`src/rtl/data_mem_arbiter_pkg.sv`:
```
// Shared constants, types and helpers for the data-memory arbiter and the
// round-robin arbiter that is also reused by the bank write-port scheduler.
package data_mem_arbiter_pkg;

    localparam int DATA_MEM_ADDR_L = 8;
    localparam int DATA_BIT_L      = 16;
    localparam int DATA_MEM_RD_LAT = 2;
    localparam int N_MEM_REQ       = 4;
    localparam int MEM_IDX_L       = (N_MEM_REQ > 1) ? $clog2(N_MEM_REQ) : 1;

    typedef logic [DATA_BIT_L-1:0] word_t;

    typedef struct packed {
        logic                       we;
        logic [DATA_MEM_ADDR_L-1:0] addr;
        word_t                      wr_data;
    } mem_req_t;

    typedef struct packed {
        logic                 vld;
        logic [MEM_IDX_L-1:0] idx;
    } mem_tag_t;

    // Explicit wrap so a non-power-of-two requester count is legal.
    function automatic int rr_next_ptr(input int ptr, input int n);
        return (ptr + 1 >= n) ? 0 : ptr + 1;
    endfunction

endpackage

```
`src/rtl/data_mem_arbiter_rr_arbiter.sv`:
```
// Round-robin arbiter: one-hot grant scanning upward from the priority
// pointer; the pointer moves past the winner when the caller takes the grant.
module rr_arbiter
    import data_mem_arbiter_pkg::*;
#(
    parameter int N_REQ = 4,
    parameter int IDX_W = (N_REQ > 1) ? $clog2(N_REQ) : 1
) (
    input  logic             clk_i,
    input  logic             rst_ni,
    input  logic [N_REQ-1:0] req_i,
    input  logic             hold_i,
    input  logic             upd_i,
    output logic [N_REQ-1:0] gnt_o,
    output logic [IDX_W-1:0] ptr_o
);

    logic [IDX_W-1:0] ptr_q, ptr_d;
    logic [IDX_W-1:0] gnt_idx;
    logic             found;
    int               pos;

    always_comb begin
        gnt_o   = '0;
        gnt_idx = '0;
        found   = 1'b0;
        pos     = 0;
        for (int k = 0; k < N_REQ; k++) begin
            pos = int'(ptr_q) + k;
            if (pos >= N_REQ) pos = pos - N_REQ;
            if (!found && !hold_i && req_i[pos[IDX_W-1:0]]) begin
                gnt_o[pos[IDX_W-1:0]] = 1'b1;
                gnt_idx               = pos[IDX_W-1:0];
                found                 = 1'b1;
            end
        end
        ptr_d = IDX_W'(rr_next_ptr(int'(gnt_idx), N_REQ));
    end

    always_ff @(posedge clk_i or negedge rst_ni) begin
        if (!rst_ni) begin
            ptr_q <= '0;
        end else if (upd_i && found) begin
            ptr_q <= ptr_d;
        end
    end

    assign ptr_o = ptr_q;

endmodule

```
`src/rtl/data_mem_arbiter.sv`:
```
// Shares the single-port data memory between N_REQ requesters: round-robin
// grant, registered memory command, and a read-tag pipeline routing responses.
module data_mem_arbiter
    import data_mem_arbiter_pkg::*;
#(
    parameter int N_REQ  = N_MEM_REQ,
    parameter int ADDR_L = DATA_MEM_ADDR_L,
    parameter int BIT_L  = DATA_BIT_L,
    parameter int RD_LAT = DATA_MEM_RD_LAT
) (
    input  logic                         clk_i,
    input  logic                         rst_ni,
    input  logic [N_REQ-1:0]             req_vld_i,
    input  logic [N_REQ-1:0]             req_we_i,
    input  logic [N_REQ-1:0][ADDR_L-1:0] req_addr_i,
    input  logic [N_REQ-1:0][BIT_L-1:0]  req_wr_data_i,
    output logic [N_REQ-1:0]             req_rdy_o,
    input  logic                         hold_i,
    output logic                         mem_en_o,
    output logic                         mem_we_o,
    output logic [ADDR_L-1:0]            mem_addr_o,
    output logic [BIT_L-1:0]             mem_wr_data_o,
    input  logic [BIT_L-1:0]             mem_rd_data_i,
    output logic [N_REQ-1:0]             rsp_vld_o,
    output logic [BIT_L-1:0]             rsp_data_o,
    output logic                         busy_o
);

    localparam int IDX_W = (N_REQ > 1) ? $clog2(N_REQ) : 1;

    typedef struct packed {
        logic              we;
        logic [ADDR_L-1:0] addr;
        logic [BIT_L-1:0]  wr_data;
    } cmd_t;

    typedef struct packed {
        logic             vld;
        logic [IDX_W-1:0] idx;
    } tag_t;

    logic [N_REQ-1:0] gnt;
    logic [IDX_W-1:0] ptr;
    logic [IDX_W-1:0] sel;
    logic             accept;
    logic             unused_ptr;

    cmd_t             cmd_q, cmd_d;
    logic             en_q, en_d;
    tag_t [RD_LAT:0]  tag_q, tag_d;
    tag_t             tag_new;
    logic [N_REQ-1:0] rsp_vld_q, rsp_vld_d;
    logic [BIT_L-1:0] rsp_data_q, rsp_data_d;

    rr_arbiter #(.N_REQ(N_REQ)) u_rr (
        .clk_i  (clk_i),
        .rst_ni (rst_ni),
        .req_i  (req_vld_i),
        .hold_i (hold_i),
        .upd_i  (accept),
        .gnt_o  (gnt),
        .ptr_o  (ptr)
    );

    // The pointer is only consumed by the bank scheduler instance.
    assign unused_ptr = ^ptr;
    assign req_rdy_o  = gnt;
    assign accept     = |gnt;

    always_comb begin
        sel = '0;
        for (int k = 0; k < N_REQ; k++) begin
            if (gnt[k]) sel = IDX_W'(k);
        end
    end

    always_comb begin
        en_d   = accept;
        cmd_d  = cmd_q;
        cmd_d.we = 1'b0;
        if (accept) begin
            cmd_d.we      = req_we_i[sel];
            cmd_d.addr    = req_addr_i[sel];
            cmd_d.wr_data = req_wr_data_i[sel];
        end

        tag_new.vld = accept & ~req_we_i[sel];
        tag_new.idx = sel;
        tag_d[0]    = tag_new;
        for (int k = 1; k <= RD_LAT; k++) begin
            tag_d[k] = tag_q[k-1];
        end

        // Last tag stage lines up with the memory's read data.
        rsp_vld_d  = '0;
        rsp_data_d = rsp_data_q;
        if (tag_q[RD_LAT].vld) begin
            rsp_vld_d[tag_q[RD_LAT].idx] = 1'b1;
            rsp_data_d                   = mem_rd_data_i;
        end
    end

    always_ff @(posedge clk_i or negedge rst_ni) begin
        if (!rst_ni) begin
            cmd_q      <= '0;
            en_q       <= 1'b0;
            tag_q      <= '0;
            rsp_vld_q  <= '0;
            rsp_data_q <= '0;
        end else begin
            cmd_q      <= cmd_d;
            en_q       <= en_d;
            tag_q      <= tag_d;
            rsp_vld_q  <= rsp_vld_d;
            rsp_data_q <= rsp_data_d;
        end
    end

    always_comb begin
        busy_o = en_q;
        for (int k = 0; k <= RD_LAT; k++) begin
            busy_o = busy_o | tag_q[k].vld;
        end
    end

    assign mem_en_o      = en_q;
    assign mem_we_o      = cmd_q.we;
    assign mem_addr_o    = cmd_q.addr;
    assign mem_wr_data_o = cmd_q.wr_data;
    assign rsp_vld_o     = rsp_vld_q;
    assign rsp_data_o    = rsp_data_q;

endmodule

```
`config.mk`:
```
export PLATFORM = sky130hd
export DESIGN_NAME = data_mem_arbiter
export DESIGN_NICKNAME = d
export VERILOG_FILES = /design/src/rtl/data_mem_arbiter_pkg.sv /design/src/rtl/data_mem_arbiter_rr_arbiter.sv /design/src/rtl/data_mem_arbiter.sv
export SDC_FILE = /design/constraint.sdc
export NUM_CORES = 1
export LEC_CHECK = 0
export ABC_AREA = 1
export CORE_MARGIN = 5
export CORE_UTILIZATION = 45
export CTS_CLUSTER_SIZE = 28
export DETAILED_ROUTE_END_ITERATION = 16
export GPL_TIMING_DRIVEN = 0
export PLACE_DENSITY = 0.9
export SKIP_LAST_GASP = 1
export SLEW_MARGIN = 20
export SYNTH_ARGS = -nofsm -noshare
export SYNTH_HDL_FRONTEND = slang
export SYNTH_SLANG_ARGS = --single-unit
```
`constraint.sdc`:
```
create_clock -name clk_i -period 6.54 [get_ports clk_i]
set_input_delay 1.962 -clock clk_i [delete_from_list [all_inputs] [get_ports clk_i]]
set_output_delay 1.962 -clock clk_i [all_outputs]
set_load 0.02 [all_outputs]
```
* Yosys cells after proc, flatten, opt, wreduce, memory -nomap -nowiden
Index checks and enable logic that the tools add are counted.
** Word-level totals
- Flip-flop bits (word level) :: 57
- Bits in latches :: 0
- Memory bits (writable) :: 0
- Bits in read-only memories :: 0
- Word-level logic and storage cells :: 109
- Memories :: 0
** Operators by class
- Add/subtract/negate cells :: 8
- $mul :: 0
- Divide/modulo/power cells :: 0
- Order comparisons :: 16
- Eq/ne operators :: 0
- Shift-type cells :: 0
- Multiplexer cells :: 46
- Bitwise logic cells :: 8
- Reduce and logical (&&, ||, !) cells :: 18
** Operators with widths (number)
- binary-select mux 16 bit (select 2 bit) :: 1
- 2-to-1 mux 25 bit :: 1
- 2-to-1 mux 2 bit :: 11
- 2-to-1 mux 4 bit :: 5
- < comparator 2 x 3 -> 1 bit (second input constant) :: 6
- binary-select mux 8 bit (select 2 bit) :: 1
- 2-to-1 mux 16 bit :: 1
- 2-to-1 mux 1 bit :: 15
- logical AND 1 bit :: 13
- greater-or-equal comparator 3 bit (second input constant) :: 4
- OR 4 bit :: 3
- binary-select mux 1 bit (select 2 bit) :: 5
- demux 1 bit (select 2 bit) :: 5
- greater-or-equal comparator 2 x 1 -> 1 bit (second input constant) :: 5
- 2-to-1 mux 8 bit :: 1
- subtractor 2 x 1 -> 2 bit (second input constant) :: 4
- adder 2 x 1 -> 3 bit (second input constant) :: 2
- adder 2 x 2 -> 3 bit (second input constant) :: 2
- logical NOT 1 bit :: 4
- OR reduction 4 bit :: 1
- greater-or-equal comparator 2 x 3 -> 1 bit (second input constant) :: 1
- OR 1 bit :: 3
- AND 1 bit :: 1
- NOT 1 bit :: 1

* Longest topological paths before layout
Gate-level depths: netlist of the first run.
- Word-level depth :: 25
- Gate-level depth with buffers :: 19
- Depth with buffers taken out :: 18

* Cells and area by module
Synthesis of the first run repeated with hierarchy kept, for this count alone.
** Unflattened totals
- Cells, all modules :: 584
- Area, all modules :: 3722.3 µm²
** Modules (own cells, without submodules)
- data_mem_arbiter :: times used 1, cells each 492, area each 3140.5 µm², seq. area each 1376.3 µm²
- rr_arbiter :: times used 1, cells each 92, area each 581.8 µm², seq. area each 50.0 µm²

* Least setup slack after synthesis of the first run
Ideal clock, no wire load.
- Kind :: input to output
- Start :: in req_vld_i[2]
- End :: out req_rdy_o[0]
- Data arrival time :: 3.079 ns
- Slack :: 1.499 ns
- Stages on the path :: 6
- Buffers on the path :: 0
- Path through :: nand2_1 -> nand3_1 -> nand2_1 -> nor2_1 -> nand3_1 -> o21ai_0
** On the way
- Longest elaborated chain between the ends :: 16
** RTL lines
- start, declared :: RTL line data_mem_arbiter.sv:13 : input logic [N_REQ-1:0] req_vld_i,
- binary-select mux 1 bit (select 2 bit) :: RTL line data_mem_arbiter_rr_arbiter.sv:31 : if (!found && !hold_i && req_i[pos[IDX_W-1:0]]) begin
- 2-to-1 mux 1 bit (implied by the code) :: RTL line data_mem_arbiter_rr_arbiter.sv:31
- logical AND 1 bit :: RTL line data_mem_arbiter_rr_arbiter.sv:31
- 2-to-1 mux 1 bit :: RTL line data_mem_arbiter_rr_arbiter.sv:31
- logical NOT 1 bit :: RTL line data_mem_arbiter_rr_arbiter.sv:31
- logical AND 1 bit (2 in a row) :: RTL line data_mem_arbiter_rr_arbiter.sv:31
- 2-to-1 mux 1 bit :: RTL line data_mem_arbiter_rr_arbiter.sv:31
- logical NOT 1 bit :: RTL line data_mem_arbiter_rr_arbiter.sv:31
- logical AND 1 bit (2 in a row) :: RTL line data_mem_arbiter_rr_arbiter.sv:31
- 2-to-1 mux 1 bit :: RTL line data_mem_arbiter_rr_arbiter.sv:31
- logical NOT 1 bit :: RTL line data_mem_arbiter_rr_arbiter.sv:31
- logical AND 1 bit (2 in a row) :: RTL line data_mem_arbiter_rr_arbiter.sv:31
- 2-to-1 mux 4 bit (*) :: RTL line data_mem_arbiter_rr_arbiter.sv:31
- end, declared :: RTL line data_mem_arbiter.sv:17 : output logic [N_REQ-1:0] req_rdy_o,
Mark *: on every way between the ends. The rest lies on a longest branch, timed or not. The select of a mux whose other input is x is not followed.

* Final worst setup path of the first run
- Start :: in req_vld_i[2]
- End :: out req_rdy_o[1]
The elaborated chain is that of the path after synthesis.

==> qor.csv, run 1 <==
stage;metric;value;unit
power;Gate power share;71.9;%
final_layout;Layout area overhead;55.4;%
cts;Max Buffers Root-to-Sink;2;
synth;Synth Warn #;0;
sta;fin crit share;95.0;%
floorplan;starting density of the core;45.3;%
sta;TNS Setup;0;ns
global_route;vias in the first global route;4281;
power;Sw Ratio;52.3;%
synth;Post-Syn Instances;563;
synth;Syn Std Cell Area;0.00366;mm²
cts;clk sink count;57;
worst_setup_path;crit path DAT;4.25;ns
placed_design;final RePlAce weighted congestion;0.959;
cts;root buffer cell;clkbuf_8;
global_route;met3 Track Usage GR;7.71;%
synth;sequential share of the synthesized area;38.9;%
sta;Final Setup Violations;0;
route;DRT Pass-1 Iters;5;
synth;number of synthesized register bits;57;
floorplan;row cnt;33;
floorplan;Die X;100;µm
sta;RSZ-0062 raised after global routing;false;
route;Remaining DRCs;0;
global_route;GRT Resource Usage Total;24.6;%
power;Switching Power;1.72;mW
power;Clk network pwr share;8.9;%
final_layout;share of post-route cells with drive strength above 1;6.79;%
synth;Netlist cell types;26;
power;Internal;1.57;mW
route;DR vias;4185;
final_layout;commonest cells after routing, fill and taps aside;253 x nand2_1, 172 x clkdlybuf4s50_1, 73 x nor2_1;
route;DR WL/cell;14.5;µm
worst_setup_path;most used cell, CP;nand2_1;
global_route;largest net degree at the start of global routing;58;
global_route;initial antenna violation count;0;
final_layout;Finished Core Util;70.4;%
cts;maximum level of the CTS H-tree;3;
floorplan;Die ar.;0.0100;mm²
power;Tot Pwr;3.29;mW
route;antenna-violating nets left;0;
worst_setup_path;Crit. path cell count;8;
status;outcome;completed;
worst_setup_path;FF-to-FF path depth;16;
final_layout;commonest non-fill, non-tap cell in the layout;nand2_1;
placed_design;Buffers on Ports;173;
sta;final hold violation count;0;
global_route;global-route wire length before repair;19500;µm
min_path;hold crit path type;flip-flop to flip-flop;
route;final wirelength;12400;µm
worst_setup_path;Worst Setup Start Kind;input port;
power;VDD IR max;0.266;mV
placed_design;DP Worst Slack;0.213;ns
synth;mean area per synthesized cell;6.51;µm²
global_route;grt ovf;0;
final_layout;multi-input logic area;0.00188;mm²
sta;final worst slack;0.328;ns
sta;fin crit period;6.21;ns
worst_setup_path;WP buf/inv;2;
cts;Post-CTS Hold Buffers;0;
final_layout;NumNets Final;876;
power;leak pwr;2.94;nW
global_route;M2 GR Usage;43.7;%
synth;Synthesized Nets;693;
floorplan;Core Area;0.00809;mm²
worst_setup_path;Top delay family on crit path;buffers and inverters;
global_route;routing usage on met1;27.0;%
cts;Worst-path clk slew;0.07;ns
global_route;gr busiest metal;met2;
placed_design;DPL Wire Length;9860;µm
sta;Worst-Margin Slew;0.703;ns
final_layout;FF+latch area;0.00143;mm²
worst_setup_path;Crit. End Element;primary output;
cts;CTS buffer count;9;
worst_setup_path;Worst path slowest cell;clkdlybuf4s50_1;
cts;CTS tree;yes;
cts;worst-skew pair later-pin latency;0.33;ns
worst_setup_path;slowest stage delay, CP;0.71;ns
floorplan;IO Pins;174;
cts;Post CTS Setup Buffer Count;0;
sta;relative slew slack;53.1;%
sta;max-slew violation count;0;
route;First DRT Iteration DRCs;142;
worst_setup_path;Crit Path Category;input port to primary output;
power;pwr dens;577;mW/mm²
sta;Final Skew;0.00665;ns
job;max cap viols;0;
min_path;hold depth;0;
worst_setup_path;critical-path cell list;clkdlybuf4s50_1 > nand2_1 > nand3_1 > nand2_1 > nor2_1 > nand4_1 > nand2_1 > clkdlybuf4s50_1;
route;average vias per placed instance;4.89;
final_layout;n_diodes;0;
worst_setup_path;Critical Path Fanout Max;13;
sta;fmax;161;MHz
worst_setup_path;Required @ worst endpoint;4.58;ns
final_layout;Layout fillers;655;
power;Reg power frac;19.2;%
floorplan;Die H;100;µm
## repair_timing
| item | CTS | global route |
|---|---|---|
| resized for setup | 0 | 0 |
| setup endpoints to repair | 0 | 1 |
| endpoints found under the hold margin | 0 | 0 |
## metal layers
layer / wire, µm / vias to the layer above
met5: 0 / -
li1: - / 2072
met4: 364 / 0
met2: 6180 / 191
met3: 1080 / 28
met1: 4790 / 1894
## state kept, by name, indices dropped and copies added (netlist names)
name / count
tag_q: 3
mem_wr_data_o: 16
mem_addr_o: 8
rsp_vld_o: 4
tag_d: 6
mem_we_o: 1
mem_en_o: 1
u_rr.ptr_o: 2
rsp_data_o: 16
## metrics by stage
| stage | area (µm²) | instances | hold WS (ns) |
|---|---|---|---|
| finish | 5690 | 856 | 0.349 |
| global route | 5690 | 856 | 0.360 |
| CTS | 5700 | 857 | 0.349 |
| detailed placement | 5530 | 841 | 0.335 |
| global placement | 5530 | 841 | 0.331 |
| floorplan | 3660 | 563 | 0.331 |
## cell usage after synthesis
cell	number	area share, %
nor3_1	8	1.1
nor2_8	1	0.55
o21ai_0	7	0.96
nand4_1	4	0.68
a31oi_1	1	0.17
nand2_2	5	0.85
nand3_2	2	0.55
nor2_1	73	7.5
nor2_2	2	0.34
nand2_1	253	26
buf_4	1	0.20
nand2_4	1	0.31
dfrtp_1	57	39
buf_2	11	1.5
inv_1	50	5.1
nor3_2	1	0.27
buf_6	4	1.2
clkbuf_1	5	0.51
ha_1	7	2.4
clkinv_1	2	0.20
nand3b_1	24	4.9
nor2_4	1	0.31
a21oi_1	16	2.2
buf_1	4	0.41
nand3_1	17	2.3
inv_2	6	0.61
## power groups by stage
stage	Combinational, mW	Clock [mW]	Sequential [mW]
finish	2.36	0.292	0.631
detailed placement	2.37	0	0.632
CTS	2.38	0.297	0.630
global placement	2.29	0	0.628
global route	2.62	0.310	0.649
floorplan	1.40	0	0.782
## path summary, 6_finish.rpt
check                                    from          endpoint  slack [ns]
max in group asynchronous              rst_ni     u_rr.ptr_o[0]        4.40
worst min register to register       tag_d[6]          tag_q[6]        0.35
worst max-delay path             req_vld_i[2]      req_rdy_o[1]        0.33
min in group asynchronous              rst_ni     mem_addr_o[0]        1.69
worst min-delay path                 tag_d[6]          tag_q[6]        0.35
worst max register to register  u_rr.ptr_o[1]  mem_wr_data_o[6]        3.36
## layout make-up
class	instances	area share, %
well taps	105	2.31
inverters	58	3.82
clock inverters	5	0.549
clock buffers	11	2.48
flip-flops and latches	57	25.0
repair buffers	173	30.4
multi-input cells	423	33.0
plain buffers	24	2.42
## cell families (layout without fill, tap and decap cells)
group | count (synthesis) | after routing | synth area share [%]
adders and majority gates | 7 | 7 | 2.39
and+or+nand+nor | 392 | 392 | 45.6
DFF | 57 | 57 | 38.9
buffers and inverters | 83 | 271 | 9.80
AOI/OAI and AO/OA | 24 | 24 | 3.31
Note: power is estimated with default switching activity, not from simulation.
==> run 2, diff against run 1 <==
SLEW_MARGIN = not set   (was 20)
==> qor.csv, run 2 (synthesis gave the netlist of run 1 again) <==
stage;metric;value;unit
status;outcome;completed;
worst_setup_path;slowest stage delay, CP;0.69;ns
route;antenna-violating nets left;0;
route;DRT Pass-1 Iters;4;
floorplan;IO Pins;174;
final_layout;share of post-route cells with drive strength above 1;6.91;%
global_route;global-route wire length before repair;19600;µm
route;final wirelength;12400;µm
placed_design;Placement Cell Area;0.00554;mm²
sta;Worst-Margin Slew;0.622;ns
worst_setup_path;Worst path slowest cell;clkdlybuf4s50_1;
worst_setup_path;crit path DAT;4.29;ns
cts;Post CTS Setup Buffer Count;0;
cts;maximum level of the CTS H-tree;3;
floorplan;Core Area;0.00809;mm²
global_route;largest net degree at the start of global routing;33;
sta;fin crit share;95.7;%
worst_setup_path;Critical Path Fanout Max;5;
power;VDD IR max;0.354;mV
floorplan;row cnt;33;
worst_setup_path;Crit Path Category;input port to primary output;
power;Tot Pwr;3.29;mW
cts;post-CTS resize count;0;
power;leak pwr;2.95;nW
sta;fin crit period;6.26;ns
final_layout;Layout area overhead;55.9;%
worst_setup_path;critical-path cell list;clkdlybuf4s50_1 > nand2_1 > nand3_1 > nand2_1 > nor2_1 > nand3_1 > o21ai_0 > clkdlybuf4s50_1;
cts;CTS tree;yes;
route;Remaining DRCs;0;
cts;Worst-path clk slew;0.07;ns
worst_setup_path;Required @ worst endpoint;4.58;ns
cts;root buffer cell;clkbuf_8;
worst_setup_path;Top delay family on crit path;buffers and inverters;
sta;Final Skew;0.00785;ns
floorplan;Die X;100;µm
global_route;GRT Resource Usage Total;24.8;%
placed_design;Buffers on Ports;173;
final_layout;n_diodes;0;
sta;fmax;160;MHz
cts;clk sink count;57;
floorplan;starting density of the core;45.3;%
route;First DRT Iteration DRCs;209;
global_route;initial antenna violation count;0;
floorplan;Die H;100;µm
sta;TNS Setup;0;ns
floorplan;Die ar.;0.0100;mm²
sta;RSZ-0062 raised after global routing;false;
sta;max-slew violation count;0;
cts;Post-CTS Hold Buffers;0;
sta;hold slack final;0.351;ns
final_layout;commonest cells after routing, fill and taps aside;253 x nand2_1, 172 x clkdlybuf4s50_1, 73 x nor2_1;
cts;CTS buffer count;9;
sta;final hold violation count;0;
final_layout;commonest non-fill, non-tap cell in the layout;nand2_1;
cts;worst-skew pair later-pin latency;0.34;ns
job;max cap viols;0;
global_route;vias in the first global route;4220;
placed_design;DPL Wire Length;9960;µm
worst_setup_path;Crit. End Element;primary output;
route;DR WL/cell;14.5;µm
route;average vias per placed instance;4.93;
worst_setup_path;Worst Setup Start Kind;input port;
global_route;grt ovf;0;
cts;Max Buffers Root-to-Sink;2;
sta;relative slew slack;58.5;%
min_path;hold crit path type;flip-flop to flip-flop;
final_layout;NumNets Final;877;
power;pwr dens;577;mW/mm²
sta;Final Setup Violations;0;
route;DR vias;4225;
worst_setup_path;WP buf/inv;2;
placed_design;final RePlAce weighted congestion;0.959;
final_layout;design area;0.00571;mm²
[run 2: cell count changes in the layout (fill, tap and decap cells not counted), sizes merged]
cell	delta
buf	+1
[run 2: final cells by class]
cell class / instances / area (µm²)
fill: 654 / 2380
tap: 105 / 131
multi-input combinational: 423 / 1880
buffer: 24 / 138
clock inverter: 5 / 31.3
clock buffer: 11 / 141
inverter: 58 / 218
timing repair buffer: 174 / 1750
sequential: 57 / 1430
[run 2: metrics by stage]
stage	setup WS (ns)	std cells	utilization, %
floorplan	1.50	563	-
global placement	0.324	841	68.3
detailed placement	0.202	842	68.5
CTS	0.184	858	70.6
global route	0.137	857	70.6
finish	0.284	857	70.6
[run 2: where the power goes]
group | switching [mW] | internal (mW)
registers | 0.0960 | 0.535
clock network | 0.150 | 0.146
logic | 1.48 | 0.886
[run 2: worst reg2reg max path, delay by kind of cell (launching register included)]
family | cells | cell delay [ns]
adders and majority gates | 1 | 0.37
buffers and inverters | 3 | 0.61
DFF | 1 | 0.52
and+or+nand+nor | 12 | 1.70
[run 2: routing by layer]
| layer | part of all wire [%] | global-route usage, % | wire, µm |
|---|---|---|---|
| met1 | 39 | 27.9 | 4790 |
| met5 | 0 | 0 | 0 |
| met3 | 9.3 | 8.13 | 1150 |
| met2 | 50 | 43.8 | 6140 |
| met4 | 2.5 | 8.91 | 313 |
[run 2: worst paths after layout]
| path | depth (start not counted) | from | slack, ns | endpoint |
|---|---|---|---|---|
| min in group asynchronous | 1 | rst_ni | 1.63 | rsp_data_o[2] |
| max in group asynchronous | 2 | rst_ni | 4.33 | rsp_data_o[12] |
| min | 0 | tag_d[6] | 0.35 | tag_q[6] |
| max reg2reg | 16 | u_rr.ptr_o[1] | 3.25 | mem_wr_data_o[6] |
| min reg2reg | 0 | tag_d[6] | 0.35 | tag_q[6] |
| max | 8 | req_vld_i[2] | 0.28 | req_rdy_o[0] |
==> run 3, diff against run 2 <==
TNS_END_PERCENT = 10   (was not set)
==> results of run 3 <==
The final DEF is identical to that of run 2; final timing and power are the same.
